$ cat src/rtl/vector_sweep_capture.sv
// Sweeps a stimulus vector through all 2^N_BITS values, samples a 1-bit DUT
// response per vector, and buffers {stim, response} records in a FWFT FIFO.
module vector_sweep_capture #(
  parameter int N_BITS     = 3,
  parameter int SETTLE     = 1,
  parameter int FIFO_DEPTH = 4
) (
  input  logic              CK,
  input  logic              reset,
  input  logic              start,
  output logic [N_BITS-1:0] stim,
  input  logic              dut_out,
  output logic              rec_valid,
  output logic [N_BITS:0]   rec_data,
  input  logic              rec_ready,
  output logic              busy,
  output logic              done,
  output logic [15:0]       signature
);

  localparam int AW    = (FIFO_DEPTH > 1) ? $clog2(FIFO_DEPTH) : 1;
  localparam int REC_W = N_BITS + 1;

  typedef enum logic [2:0] {
    S_IDLE,
    S_SETTLE,
    S_SAMPLE,
    S_DRAIN,
    S_DONE
  } state_t;

  state_t            state, state_nx;
  logic [7:0]        cnt;
  logic [AW:0]       count, count_nx;
  logic [AW-1:0]     wr_ptr, rd_ptr;
  logic [REC_W-1:0]  mem [FIFO_DEPTH];
  logic              full, push, pop, stim_last;
  logic [REC_W-1:0]  rec_in;
  logic [15:0]       sig_nx;

  // Push decision looks only at start-of-cycle occupancy, so a same-cycle pop
  // never unblocks a stalled SAMPLE.
  assign full      = (count == (AW+1)'(FIFO_DEPTH));
  assign push      = (state == S_SAMPLE) && !full;
  assign rec_valid = (count != '0);
  assign pop       = rec_valid && rec_ready;
  assign stim_last = &stim;
  assign rec_in    = {stim, dut_out};
  assign rec_data  = mem[rd_ptr];
  assign sig_nx    = {signature[14:0], 1'b0}
                   ^ (signature[15] ? 16'h1021 : 16'h0000)
                   ^ 16'(rec_in);

  always_ff @(posedge CK or posedge reset) begin
    if (reset) state <= S_IDLE;
    else       state <= state_nx;
  end

  // NOTE: every signal assigned here gets a default first so no latch is inferred.
  always_comb begin
    state_nx = state;
    count_nx = count;
    busy     = 1'b0;
    done     = 1'b0;
    case ({push, pop})
      2'b10:   count_nx = count + 1'b1;
      2'b01:   count_nx = count - 1'b1;
      default: count_nx = count;
    endcase
    case (state)
      S_IDLE: if (start) state_nx = S_SETTLE;
      S_SETTLE: begin
        busy = 1'b1;
        if (cnt == 8'd1) state_nx = S_SAMPLE;
      end
      S_SAMPLE: begin
        busy = 1'b1;
        if (push) state_nx = stim_last ? S_DRAIN : S_SETTLE;
      end
      S_DRAIN: begin
        busy = 1'b1;
        if (count_nx == '0) state_nx = S_DONE;
      end
      S_DONE: begin
        done = 1'b1;
        if (start) state_nx = S_SETTLE;
      end
      default: state_nx = S_IDLE;
    endcase
  end

  always_ff @(posedge CK or posedge reset) begin
    if (reset) begin
      stim      <= '0;
      cnt       <= '0;
      signature <= 16'h0000;
      count     <= '0;
      wr_ptr    <= '0;
      rd_ptr    <= '0;
    end else begin
      case (state)
        S_IDLE, S_DONE: begin
          if (start) begin
            stim      <= '0;
            cnt       <= 8'(SETTLE);
            signature <= 16'hFFFF;
          end
        end
        S_SETTLE: cnt <= cnt - 8'd1;
        S_SAMPLE: begin
          if (push) begin
            signature <= sig_nx;
            if (!stim_last) begin
              stim <= stim + 1'b1;
              cnt  <= 8'(SETTLE);
            end
          end
        end
        default: ;
      endcase
      count <= count_nx;
      if (push) wr_ptr <= wr_ptr + 1'b1;
      if (pop)  rd_ptr <= rd_ptr + 1'b1;
    end
  end

  // NOTE: storage is not reset; the occupancy counter alone decides validity.
  always_ff @(posedge CK) begin
    if (push) mem[wr_ptr] <= rec_in;
  end

endmodule

$ cat config.mk
export PLATFORM = sky130hd
export DESIGN_NAME = vector_sweep_capture
export DESIGN_NICKNAME = d
export VERILOG_FILES = /design/src/rtl/vector_sweep_capture.sv
export SDC_FILE = /design/constraint.sdc
export NUM_CORES = 1
export LEC_CHECK = 0
export BUFFER_PORTS_ARGS = -buffer_cell sky130_fd_sc_hd__buf_2
export CORE_ASPECT_RATIO = 1.25
export CORE_MARGIN = 5
export CORE_UTILIZATION = 61
export CTS_CLUSTER_SIZE = 14
export DETAILED_ROUTE_END_ITERATION = 16
export GPL_TIMING_DRIVEN = 0
export PLACE_DENSITY = 0.93
export SLEW_MARGIN = 20
export SYNTH_ARGS = -nofsm -noshare
export SYNTH_HDL_FRONTEND = slang
export SYNTH_SLANG_ARGS = --single-unit
$ cat constraint.sdc
create_clock -name CK -period 4.2 [get_ports CK]
set_input_delay 1.05 -clock CK [delete_from_list [all_inputs] [get_ports CK]]
set_output_delay 1.05 -clock CK [all_outputs]
set_load 0.005 [all_outputs]
==> results of run 1 <==
[worst min-delay path: cells and delay by family (launching register included)]
family,cells,cell delay (ps)
AOI/OAI and AO/OA,1,60
DFF,1,370
and+or+nand+nor,1,50
[final cells by class]
class	instances	area [sq um]	area share [%]
buffer	8	56.3	2.01
clock inverter	3	43.8	1.56
multi-input combinational	133	953	34.0
tap	56	70.1	2.50
timing repair buffer	30	150	5.35
clock buffer	5	68.8	2.45
sequential	53	1410	50.1
inverter	15	56.3	2.01
[per-stage QoR]
| step | setup slack (ps) | instance area (sq um) |
|---|---|---|
| 6_report | 1180 | 2810 |
| 5_1_grt | 1010 | 2810 |
| 4_1_cts | 1210 | 2810 |
| 3_5_place_dp | 1250 | 2690 |
| 3_3_place_gp | 1320 | 2690 |
| 2_1_floorplan | 1510 | 2470 |
[per-layer routing]
metal / GRT usage [%] / share of wire, % / vias up
met5: 0 / 0 / -
met2: 34.7 / 54 / 30
met4: 6.49 / 1.5 / 0
met3: 4.15 / 3.3 / 6
li1: - / - / 799
met1: 23.0 / 41 / 824
[sequential cells by signal (all words and copies together) (netlist names)]
name,cells
signature,16
wr_ptr,2
state,3
count,3
rd_ptr,2
mem,16
cnt,8
stim,3
[worst min-delay path by stage]
stage,end,slack [ps]
after floorplan,count[2],490
after global placement,signature[14],480
after detailed placement,signature[15],490
after CTS,signature[15],510
after global routing,signature[14],540
final,signature[15],510
[report_power, final]
part	total [mW]	internal (mW)	switching, mW
registers	0.801	0.666	0.135
logic	0.630	0.303	0.327
clock network	0.347	0.178	0.169
[synth_stat cells, types with 3 or more instances]
master | instances | area, sq um
xnor2_1 | 10 | 87.6
and3_1 | 4 | 25.0
o21ai_0 | 9 | 45.0
inv_1 | 15 | 56.3
nand3_1 | 4 | 20.0
nand2_1 | 15 | 56.3
buf_2 | 3 | 15.0
edfxtp_1 | 16 | 480
nor3_1 | 7 | 35.0
mux4_2 | 4 | 90.1
nor2_1 | 21 | 78.8
ha_1 | 9 | 113
xor2_1 | 7 | 61.3
buf_6 | 3 | 33.8
a21oi_1 | 8 | 40.0
o21ai_1 | 5 | 25.0
and2_1 | 3 | 18.8
dfrtp_1 | 37 | 926
[cell families (layout without fill, tap and decap cells)]
kind of cell,count (synthesis),count (layout)
AO/OA/AOI/OAI,32,32
adder cells (fa/ha/maj),10,10
buffers and inverters,23,61
AND/OR/NAND/NOR,69,69
flip-flops,53,53
multiplexers,5,5
XOR/XNOR,17,17
==> results.json, run 1 <==
{
  "cts_tree": "yes",
  "cap_violations": 0,
  "vias": 1659,
  "clock-root-buffer": "clkbuf_8",
  "rsz0062_at_grt": "no",
  "worst-path-buf-inv": 4,
  "antenna_found_initial": 0,
  "startpoint": "state[1]",
  "grt_pass1_vias": 1721,
  "gp_congestion": 0.765,
  "regToRegEndpoint": "state[2]",
  "cp.required_ps": 4400,
  "synthAdderAreaFrac_pct": 5.36,
  "netlist_instances": 209,
  "drc": 0,
  "wl_per_cell_microns": 15.2,
  "r2r-start": "state[1]",
  "ys_warn_count": 0,
  "power_density_mw_per_mm2": 634,
  "coreArea_sq_mm": 0.00400,
  "cts-buffers-inserted": 5,
  "die_w_microns": 66.9,
  "final_cell_mix": "dfrtp_1 (37), buf_2 (33), nor2_1 (21), edfxtp_1 (16), nand2_1 (15)",
  "critPathCaptureType": "flop",
  "area_growth_pct": 13.5,
  "initial_core_util_pct": 61.8,
  "cp.arrival_ps": 3230,
  "ys_types": 41,
  "grt_pass1_wl_mm": 7.90,
  "power_leakage_nw": 1.15,
  "grt-ovfl-total": 0,
  "report.final.slew_viol_count": 0,
  "ir_worst_vdd_v": 0.000380,
  "mostFrequentLayoutCell": "dfrtp_1",
  "clkSinkCount": 53,
  "slowest_delay_ps": 430,
  "clk_pin_slew_ps": 90,
  "fin_crit_ps": 3020,
  "layout.cells.non_filler": 303,
  "start_kind": "flop",
  "cp.depth": 12,
  "finalPower_mw": 1.78,
  "track_usage_pct": 19.4,
  "dieArea_sq_mm": 0.00543,
  "hold-worst-slack_ps": 508,
  "hpwl_mm": 3.31,
  "viasPerCell": 5.48,
  "final_util_pct": 70.1,
  "firstDrtPassIters": 4,
  "finClkSkew_ps": 13.4,
  "row_count": 26,
  "reg2reg_slack_ps": 1180,
  "cts_buffer_depth": 2,
  "slowest_stage": "fa_1",
  "drive_above_1_share_pct": 23.5,
  "holdPathStages": 2,
  "ys_ff_latch": 53,
  "hold_violations": 0,
  "final_antenna_net_count": 0,
  "slew-limit-headroom_pct": 49.0,
  "hold_buffers": 0,
  "finalSetupViolCount": 0,
  "clk_latency_ps": 310,
  "cpMostUsedCell": "inv_1",
  "fin_crit_sh_pct": 71.9,
  "synthMuxAreaShare_pct": 4.05,
  "fp.dieH_microns": 81.2,
  "synth_top_family_by_area": "simple AND/OR/NAND/NOR gates",
  "synthSimpleGateAreaFrac_pct": 15.4,
  "ys_seq_area_share_pct": 56.9,
  "synth_edf_count": 16,
  "diodes": 0,
  "grt_start_max_net_pins": 38,
  "cts_setup_buffers": 0,
  "drt_iter0_drc": 98,
  "wirelength_mm": 4.62,
  "path_delay_family": "simple AND/OR/NAND/NOR gates",
  "synth-compound-area-share_pct": 7.74,
  "hold_start": "signature[14]",
  "critPathCapture": "state[2]",
  "dp_cells": 295,
  "synth_ff_type": "dfrtp_1",
  "fillers": 295,
  "synth_xor_xnor_area_share_pct": 6.02,
  "max_slew.worst_pin.slew_ps": 764,
  "crit_path_max_fanout": 10,
  "htreeDepth": 2,
  "ios": 31,
  "io_buffers": 30,
  "setup_tns_ps": 0,
  "outcome": "finished, final reports clean",
  "max_freq_mhz": 331,
  "holdCritPathClass": "flop to flop",
  "synth.cell_area_sq_mm": 0.00247,
  "path_class": "flop to flop",
  "ff2ff_path_depth": 12,
  "synth_fp_nets": 224,
  "path_cells": "buf_2, nor3b_4, and2_1, buf_6, inv_1, ha_1, inv_1, fa_1, and3b_1, a32oi_1, o22ai_1, a32o_1",
  "avgSynthCellArea_sq_um": 11.8,
  "fin_nets": 261,
  "synthArstFlopShare_pct": 69.8,
  "cts-resized-gates": 0
}
No activity file was read; power rests on OpenSTA's default activity.
==> run 2, diff against run 1 <==
--- a/config.mk
+++ b/config.mk
@@ -8,11 +8,11 @@
 export BUFFER_PORTS_ARGS = -buffer_cell sky130_fd_sc_hd__buf_2
 export CORE_ASPECT_RATIO = 1.25
 export CORE_MARGIN = 5
-export CORE_UTILIZATION = 61
+export CORE_UTILIZATION = 51
 export CTS_CLUSTER_SIZE = 14
 export DETAILED_ROUTE_END_ITERATION = 16
 export GPL_TIMING_DRIVEN = 0
-export PLACE_DENSITY = 0.93
+export PLACE_DENSITY = 0.84
 export SLEW_MARGIN = 20
 export SYNTH_ARGS = -nofsm -noshare
 export SYNTH_HDL_FRONTEND = slang
==> constraint.sdc (replaced) <==
create_clock -name CK -period 2.49 [get_ports CK]
set_input_delay 0.6225 -clock CK [delete_from_list [all_inputs] [get_ports CK]]
set_output_delay 0.6225 -clock CK [all_outputs]
set_load 0.005 [all_outputs]
==> results.json, run 2 (same netlist as run 1, synthesis figures left out) <==
{
  "outcome": "finished, violations left",
  "violations": "negative setup slack",
  "cap_violations": 0,
  "placed_cell_area_sq_mm": 0.00272,
  "wl_met2_mm": 2.69,
  "cts_buffer_depth": 2,
  "grt_start_max_net_pins": 38,
  "slowest_delay_ps": 420,
  "holdCritPathClass": "input pin to async pin",
  "layout.cells.non_filler": 317,
  "fin_crit_ps": 2590,
  "path_delay_family": "simple AND/OR/NAND/NOR gates",
  "initial_core_util_pct": 52.3,
  "vias": 1688,
  "cp.arrival_ps": 2780,
  "cts_tree": "yes",
  "clkSinkCount": 53,
  "area_growth_pct": 17.5,
  "dieArea_sq_mm": 0.00635,
  "fin_ws_ps": -95.3,
  "pwr-share-comb_pct": 40.7,
  "drive_above_1_share_pct": 29.6,
  "die_w_microns": 72.3,
  "fp.dieH_microns": 87.8,
  "p_sw_mw": 1.10,
  "crit_path_max_fanout": 3,
  "row_count": 28,
  "wl_met1_mm": 1.93,
  "firstDrtPassIters": 4,
  "slew-limit-headroom_pct": 48.4,
  "final_util_pct": 61.4,
  "track_usage_pct": 17.1,
  "critPathCaptureType": "flop",
  "p_sw_share_pct": 36.1,
  "drc": 0,
  "finalPower_mw": 3.06,
  "diodes": 0,
  "cts-buffers-inserted": 5,
  "final_antenna_net_count": 0,
  "clock-root-buffer": "clkbuf_8",
  "power_leakage_nw": 1.20,
  "top_layer": "met4",
  "seqPwrFrac_pct": 43.7,
  "antenna_found_initial": 0,
  "mostFrequentLayoutCell": "dfrtp_1",
  "grt_pass1_vias": 1754,
  "slowest_stage": "fa_1",
  "viasPerCell": 5.32,
  "setup_tns_ps": -134,
  "internal_power_mw": 1.96,
  "clk_pin_slew_ps": 100,
  "pre_cts_ws_ps": -300,
  "ir_worst_vdd_v": 0.000462,
  "routed-wl-met3_microns": 141,
  "fin_crit_sh_pct": 104,
  "start_kind": "flop",
  "wirelength_mm": 4.84,
  "report.final.slew_viol_count": 0,
  "rsz0062_at_grt": "yes",
  "power_density_mw_per_mm2": 1050,
  "worst-path-buf-inv": 2,
  "gp_congestion": 0.744,
  "wl_per_cell_microns": 15.3,
  "stdcell_area_sq_mm": 0.00291,
  "fin_nets": 271,
  "clk_latency_ps": 300,
  "final_cell_mix": "dfrtp_1 (37), buf_2 (32), nor2_1 (21), edfxtp_1 (16), nand2_1 (15)",
  "top_regs": "mem (16), signature (16), cnt (8)",
  "dp_cells": 299,
  "cp.required_ps": 2680,
  "path_cells": "buf_6, or3_4, and2_4, ha_4, inv_2, fa_1, and3b_2, a32oi_2, o22ai_2, a32o_1",
  "max_freq_mhz": 387,
  "grt_pass1_wl_mm": 8.40,
  "grt-ovfl-total": 0,
  "clock_power_share_pct": 15.6,
  "hpwl_mm": 3.43,
  "finClkSkew_ps": 7.10,
  "coreArea_sq_mm": 0.00473,
  "ios": 31,
  "fillers": 396,
  "max_slew.worst_pin.slew_ps": 773,
  "io_buffers": 30,
  "htreeDepth": 2,
  "hold_violations": 0,
  "hold-worst-slack_ps": 453,
  "finalSetupViolCount": 3,
  "path_class": "flop to flop",
  "drt_iter0_drc": 111
}
==> run 2: routing by layer <==
metal  GRT usage (%)  vias to the layer above
li1                -                      816
met1            19.7                      829
met2            31.5                       35
met3            3.10                        8
met4            5.98                        0
met5               0                        -
==> run 2: power groups by stage <==
stage               sequential, mW  clock [mW]  combinational, mW
finish                        1.34       0.478               1.25
global route                  1.38       0.527               1.40
CTS                           1.34       0.484               1.20
detailed placement            1.38           0               1.08
global placement              1.36           0               1.02
floorplan                     1.33           0              0.777
==> run 2: worst paths after layout <==
check                              startpoint             to  slack (ps)  cells after the start
worst max-delay path                 count[1]       state[2]        -100                     10
worst min-delay path                    reset   signature[7]         450                      2
worst max register to register       count[1]       state[2]        -100                     10
worst min register to register  signature[14]  signature[15]         530                      2
max in group asynchronous               reset        stim[1]        1550                      2
min in group CK                 signature[14]  signature[15]         530                      2
==> run 2: worst reg2reg max path, delay by kind of cell, from the launching register on <==
family	cells	cell delay (ps)
AND/OR/NAND/NOR	3	800
adder cells (fa/ha/maj)	2	580
AO/OA/AOI/OAI	3	550
flip-flops	1	400
buffers and inverters	2	160
==> run 2: cell type report <==
class	instances	area (sq um)	area share (%)
plain buffers	7	47.5	1.64
flip-flops and latches	53	1410	48.4
clock inverters	2	13.8	0.474
inverters	15	58.8	2.02
multi-input cells	133	991	34.1
clock buffers	6	72.6	2.50
repair buffers	41	240	8.27
well taps	60	75.1	2.58
==> run 2: what timing repair did <==
| action | 4_1_cts | 5_1_grt |
|---|---|---|
| cloned | 0 | 0 |
| setup endpoints to repair | 3 | 3 |
| hold buffers | 0 | 0 |
| setup buffers | 9 | 2 |
| resized for setup | 3 | 5 |
| pin swaps | 10 | 8 |
